===== src/rtl/fetch_unit.sv =====
// Instruction-fetch front end: owns the fetch PC, drives a single-outstanding
// imem request/ack port and buffers fetched words with their PC+4 for IF/ID.
module fetch_unit #(
  parameter logic [31:0] RESET_PC = 32'h0000_0000,
  parameter int          DEPTH    = 2
) (
  input  logic        clock,
  input  logic        reset,
  input  logic        redirect,
  input  logic [31:0] redirect_pc,
  output logic        imem_req,
  output logic [31:0] imem_addr,
  input  logic        imem_ack,
  input  logic [31:0] imem_rdata,
  output logic        out_valid,
  input  logic        out_ready,
  output logic [31:0] out_instruction,
  output logic [31:0] out_pc_next
);

  localparam int             AW      = (DEPTH > 1) ? $clog2(DEPTH) : 1;
  localparam int             CW      = $clog2(DEPTH + 1);
  localparam logic [CW-1:0]  DEPTH_C = CW'(DEPTH);

  typedef enum logic [1:0] {
    ST_IDLE = 2'd0,
    ST_REQ  = 2'd1,
    ST_KILL = 2'd2
  } state_e;

  state_e        state_q, state_d;
  logic [31:0]   fetch_pc_q, fetch_pc_d;
  logic [31:0]   kill_addr_q, kill_addr_d;
  logic [AW-1:0] head_q, head_d;
  logic [AW-1:0] tail_q, tail_d;
  logic [CW-1:0] count_q, count_d;
  logic [31:0]   ins_q [DEPTH];
  logic [31:0]   ins_d [DEPTH];
  logic [31:0]   pcn_q [DEPTH];
  logic [31:0]   pcn_d [DEPTH];
  logic          push_s;
  logic          pop_s;

  // Port decode from registered state only.
  always_comb begin
    imem_req        = (state_q != ST_IDLE);
    imem_addr       = (state_q == ST_KILL) ? kill_addr_q : fetch_pc_q;
    out_valid       = (count_q != {CW{1'b0}});
    out_instruction = out_valid ? ins_q[head_q] : 32'h0000_0000;
    out_pc_next     = out_valid ? pcn_q[head_q] : 32'h0000_0000;
  end

  // Queue bookkeeping; a redirect wipes the queue and overrides push and pop.
  always_comb begin
    ins_d   = ins_q;
    pcn_d   = pcn_q;
    push_s  = (state_q == ST_REQ) && imem_ack && !redirect;
    pop_s   = out_valid && out_ready && !redirect;
    head_d  = head_q;
    tail_d  = tail_q;
    count_d = count_q;
    if (redirect) begin
      head_d  = {AW{1'b0}};
      tail_d  = {AW{1'b0}};
      count_d = {CW{1'b0}};
    end else begin
      count_d = count_q + CW'(push_s) - CW'(pop_s);
      if (push_s) begin
        ins_d[tail_q] = imem_rdata;
        pcn_d[tail_q] = fetch_pc_q + 32'd4;
        tail_d        = tail_q + AW'(1);
      end else begin
        tail_d = tail_q;
      end
      if (pop_s) begin
        head_d = head_q + AW'(1);
      end else begin
        head_d = head_q;
      end
    end
  end

  // Fetch FSM next-state and PC update.
  always_comb begin
    state_d     = state_q;
    fetch_pc_d  = fetch_pc_q;
    kill_addr_d = kill_addr_q;
    case (state_q)
      ST_IDLE: begin
        if (redirect) begin
          fetch_pc_d = redirect_pc;
          state_d    = ST_REQ;
        end else if (count_d < DEPTH_C) begin
          state_d = ST_REQ;
        end else begin
          state_d = ST_IDLE;
        end
      end
      ST_REQ: begin
        if (imem_ack && redirect) begin
          fetch_pc_d = redirect_pc;
          state_d    = ST_REQ;
        end else if (imem_ack) begin
          fetch_pc_d = fetch_pc_q + 32'd4;
          state_d    = (count_d < DEPTH_C) ? ST_REQ : ST_IDLE;
        end else if (redirect) begin
          // Abandoned request must still see its ack before a new one issues.
          kill_addr_d = fetch_pc_q;
          fetch_pc_d  = redirect_pc;
          state_d     = ST_KILL;
        end else begin
          state_d = ST_REQ;
        end
      end
      ST_KILL: begin
        if (redirect) begin
          fetch_pc_d = redirect_pc;
        end else begin
          fetch_pc_d = fetch_pc_q;
        end
        if (imem_ack) begin
          state_d = ST_REQ;
        end else begin
          state_d = ST_KILL;
        end
      end
      default: begin
        state_d = ST_IDLE;
      end
    endcase
  end

  // State registers.
  always_ff @(posedge clock or posedge reset) begin
    if (reset) begin
      state_q     <= ST_IDLE;
      fetch_pc_q  <= RESET_PC;
      kill_addr_q <= 32'h0000_0000;
      head_q      <= {AW{1'b0}};
      tail_q      <= {AW{1'b0}};
      count_q     <= {CW{1'b0}};
      for (int i = 0; i < DEPTH; i++) begin
        ins_q[i] <= 32'h0000_0000;
        pcn_q[i] <= 32'h0000_0000;
      end
    end else begin
      state_q     <= state_d;
      fetch_pc_q  <= fetch_pc_d;
      kill_addr_q <= kill_addr_d;
      head_q      <= head_d;
      tail_q      <= tail_d;
      count_q     <= count_d;
      for (int i = 0; i < DEPTH; i++) begin
        ins_q[i] <= ins_d[i];
        pcn_q[i] <= pcn_d[i];
      end
    end
  end

endmodule


===== config.mk =====
export PLATFORM = sky130hd
export DESIGN_NAME = fetch_unit
export DESIGN_NICKNAME = d
export VERILOG_FILES = /design/src/rtl/fetch_unit.sv
export SDC_FILE = /design/constraint.sdc
export NUM_CORES = 1
export LEC_CHECK = 0
export CORE_MARGIN = 3
export CORE_UTILIZATION = 45
export CTS_CLUSTER_SIZE = 40
export DETAILED_ROUTE_END_ITERATION = 10
export GPL_TIMING_DRIVEN = 1
export PLACE_DENSITY = 0.79
export SYNTH_ARGS = -nofsm -noshare
export SYNTH_HDL_FRONTEND = slang
export SYNTH_SLANG_ARGS = --single-unit
export TNS_END_PERCENT = 50

===== constraint.sdc =====
create_clock -name clock -period 16.47 [get_ports clock]
set_input_delay 3.294 -clock clock [delete_from_list [all_inputs] [get_ports clock]]
set_output_delay 3.294 -clock clock [all_outputs]
set_load 0.05 [all_outputs]

======== After elaboration in Yosys (flattened, before gate mapping) ========
Index checks and enable logic that the tools add are counted.
word-level totals
  register bits after elaboration ......... 198
operators by class
  add/subtract/negate cells ............... 5
  magnitude comparators ................... 4
  equality and inequality tests ........... 2
  multiplexer cells ....................... 29
  bitwise operators ....................... 5
  reductions and logical operators ........ 16
operators with widths
  kind                     number
  $mux W32                 13
  $bwmux W64               2
  $pmux W32 S2             1
  $add A32 B3 Y32 const B  1
  $demux W32 S1            1
  $mux W2                  5
  $reduce_bool A2 Y1       5
  $logic_and A1 B1 Y1      6
  $mux W1                  6
  $pmux W2 S3              1
  $ge A2 B2 Y1 const B     2
  $not A1 Y2               2
  $reduce_and A4 Y1        1
  $not A1 Y1               3
  $add A1 B1 Y1 const B    2
  $add A2 B1 Y2            1
  $eq A2 B1 Y1 const B     1
  $eq A2 B2 Y1 const B     1
  $logic_not A2 Y1         1
  $lt A2 B1 Y1 const B     1
  $lt A2 B2 Y1 const B     1
  $reduce_and A2 Y1        1
  $reduce_or A2 Y1         1
  $sub A2 B1 Y2            1
  $logic_not A1 Y1         1

======== Logic depth before layout (Yosys ltp) ========
  depth in word-level cells ............... 11
  mapped depth ............................ 11

======== Worst setup path after synthesis ========
No wires, ideal clock.
  path type ............................... reg2out
  start point ............................. register head_q
  end point ............................... output port out_instruction[22]
  arrival time ............................ 1.957 ns
  required time ........................... 13.176 ns
  slack ................................... 11.219 ns
  stages on the path, launching flop included .. 5
  cells stage by stage .................... dfrtp_1 clkbuf_1 buf_1 mux2i_1 nor2_1
on the way
  word-level cells in the longest chain between the ends .. 5
RTL lines
  element                                       RTL line  RTL
  start, declared                               34        logic [AW-1:0] head_q, head_d;
  start signal, assigned                        139       head_q <= {AW{1'b0}};
  $not A1 Y2 (implied by the code)              49        out_instruction = out_valid ? ins_q[head_q] : 32'h0000_0000;
  $mux W32 (implied by the code) (3 in series)  49
  $mux W32                                      49
  end, declared                                 17        output logic [31:0] out_instruction,
Every way passes these cells. The select of a mux whose other input is x is not followed.

======== Worst setup path in the final report ========
  start point ............................. input port redirect
  end point ............................... register ins_q[38] in the netlist's numbering
on the way
  word-level cells in the longest chain between the ends .. 3
RTL lines
  element                          RTL line  RTL
  start, declared                  9         input logic redirect,
  $logic_not A1 Y1                 57        push_s = (state_q == ST_REQ) && imem_ack && !redirect;
  $logic_and A1 B1 Y1              57
  $reduce_and A2 Y1 (no line) (*)  -
  end signal, assigned by index    154       ins_q[i] <= ins_d[i];
  end, declared                    37        logic [31:0] ins_q [DEPTH];
Every way passes the cells marked *; elsewhere a longest branch is shown, timed or not.
A chain may end at the register's enable or synchronous reset.

==> impl_metrics.yaml <==
run_status:
  status: "completed"
cts:
  clk_latency_ps: 430
  htreeDepth: 4
  post_cts_buffers: 0
  cts_inserted_buffers: 17
  cts_num_sinks: 198
  cts_tree: "yes"
  ctsHoldBuffers: 0
  clkTransAtPathRegs_ps: 70
  post_cts_resized: 0
  cts_root_buffer: "clkbuf_16"
  cts_buffer_depth: 2
timing:
  finalCritPeriodShare_pct: 44.7
  period_minus_slack_ps: 7370
  rsz0062_at_grt: "no"
  relSlewSlack_pct: 27.7
  worst_slew_pin_slew_ps: 1080
  setup-tns-final_ps: 0
  hold_viol_final: 0
  final_max_slew_viol_count: 0
  fmax_mhz: 136
  fin_skew_ps: 8.81
  finalSetupViolations: 0
  setup_slack_ps: 9100
grt:
  grt-ovfl-total: 0
  grt_use_total_pct: 19.7
  antenna_found_initial: 0
  grt_max_degree: 136
  grt_pass1_vias: 7125
  grt_pass1_wl_um: 37800
pwr:
  p_leak_nw: 4.93
  peakVddDrop_uv: 102
  power.total_mw: 2.29
  power_density_mw_per_mm2: 187
detailed_routing:
  route.detailed.drc: 0
  wl_um: 23400
  wl_per_cell_um: 17.8
  ant_nets: 0
  via_count: 7254
  vias_per_cell: 5.52
  drt-initial-drc-count: 619
  first_pass_iters: 5
critical_path:
  critPathKind: "in2reg"
  cp.arrival_ps: 7680
  start_kind: "primary input"
  cp.required_ps: 16780
  crit_fanout: 57
  critPathCaptureType: "register"
floorplanning:
  dieArea_mm2: 0.0237
  die_h_um: 154
  start_util_pct: 46.3
  die_w_um: 154
  pin_count: 167
  coreArea_mm2: 0.0212
  fp-row-count: 53
layout:
  fin_nets: 1097
  antenna_cells: 0
  drive_gt1_share_pct: 18.5
  multiInputGateArea_mm2: 0.00456
  final-seq-area_mm2: 0.00496
  fill_cells: 1827
  area.growth.synth_to_final_pct: 24.3
synth:
  ys.flop_type: "dfrtp_1"
  synth_edf_count: 0
  synth_seq_cells: 198
  syn_area_mm2: 0.00983
  async_reset_ff_share_pct: 100
  ys_seq_area_share_pct: 50.4
  synth_warnings: 0
  yosysUniqueCellTypes: 58
  avgSynthCellArea_um2: 10.9
  syn_inst: 902
  synth_nets: 974
placed_design:
  place_congestion: 0.902
  io_buffer_count: 166
  dp_hpwl_um: 15700
  place_ws_ps: 8650
hold_path:
  min_path_type: "reg2reg"
flow_run:
  drv_cap: 0
## path summary, 6_finish.rpt
| kind | endpoint | cells past startpoint | start | slack [ps] |
|---|---|---|---|---|
| setup reg to reg | ins_q[38] | 6 | state_q[0] | 12350 |
| min in group asynchronous | fetch_pc_q[1] | 2 | reset | 3440 |
| setup / recovery | ins_q[38] | 7 | redirect | 9100 |
| max in group asynchronous | ins_q[0] | 3 | reset | 11700 |
| hold reg to reg | pcn_q[14] | 2 | pcn_q[14] | 480 |
| hold / removal | pcn_q[14] | 2 | pcn_q[14] | 480 |
## synth_stat cells, drive strengths merged (2+ instances only)
library cell,number,area share [%]
buf,40,2.0
nor2b,2,0.13
o21ai,51,2.6
nor4,4,0.56
mux2i,64,6.5
and3,8,0.51
nor2,121,4.6
ha,3,0.38
mux2,134,15
a31oi,7,0.45
a21oi,51,2.6
xor2,15,1.3
o211ai,2,0.15
o311ai,8,0.71
a311oi,6,0.60
o31ai,4,0.45
or3,2,0.13
and2,4,0.25
a211oi,3,0.23
o211a,2,0.20
clkbuf,29,1.1
nand4,11,0.98
o21a,3,0.23
o21bai,3,0.23
nand3,14,0.71
inv,8,0.31
nand2b,2,0.20
and4,3,0.27
dfrtp,198,50
a21boi,2,0.15
xnor2,18,1.6
a211o,2,0.18
nand2,61,2.3
nor3,7,0.57
o32ai,3,0.27
## cells by family after synthesis
group | count (synthesis) | synth area share [%]
muxes | 198 | 21.9
buffers and inverters | 77 | 3.47
adders and majority gates | 3 | 0.382
xor gates and xnor gates | 33 | 2.94
and+or+nand+nor | 241 | 11.5
DFF | 198 | 50.4
AOI/OAI and AO/OA | 152 | 9.46
## critical path: stages
cell and delay, ps:
clkdlybuf4s50_1 800, nand2b_1 360, nor2_2 780, inv_2 450
nor2_4 920, buf_4 660, mux2_2 400
## registers in the layout, summed over array words and instances, names as in the netlist
signal / cells
fetch_pc_q: 32
state_q: 2
head_q: 1
kill_addr_q: 32
tail_q: 1
count_q: 2
pcn_q: 64
ins_q: 64
## metrics by stage
step	instance area [um^2]	cells	hold WS, ps	utilization (%)
detailed placement	11600	1281	470	54.8
floorplan	9830	902	450	-
global placement	11600	1281	461	54.8
CTS	12200	1313	487	57.6
global route	12200	1313	502	57.6
finish	12200	1313	481	57.6
## where the power goes
group	switching (mW)	leakage (nW)	internal (mW)
clock	0.194	0.276	0.228
sequential	0.162	2.36	0.702
combinational	0.591	2.29	0.410
## cell usage in the layout (no fill, tap or decap), types with 8 or more instances in the layout
cell type / netlist / routed
xor2_1: 15 / 15
clkdlybuf4s50_1: 0 / 166
a21oi_1: 51 / 51
mux2i_1: 64 / 64
nor2_1: 120 / 118
and3_1: 8 / 8
o21ai_0: 44 / 44
nand3_1: 14 / 14
clkbuf_16: 0 / 17
nand4_1: 8 / 8
xnor2_1: 18 / 18
mux2_2: 134 / 134
nand2_1: 61 / 60
dfrtp_1: 198 / 197
## area by class of cell
class / count / share of cell area [%]
sequential: 198 / 40.6
clock buffer: 17 / 3.48
timing repair buffer: 173 / 14.0
multi-input combinational: 627 / 37.4
inverter: 8 / 0.307
tap: 275 / 2.82
clock inverter: 15 / 1.41
## layer usage
layer / track usage [%] / wire, um
met2: 30.4 / 10600
met5: 0 / 0
met1: 29.2 / 11200
met3: 3.43 / 1290
met4: 5.00 / 268
No activity file was read; power rests on OpenSTA's default activity.
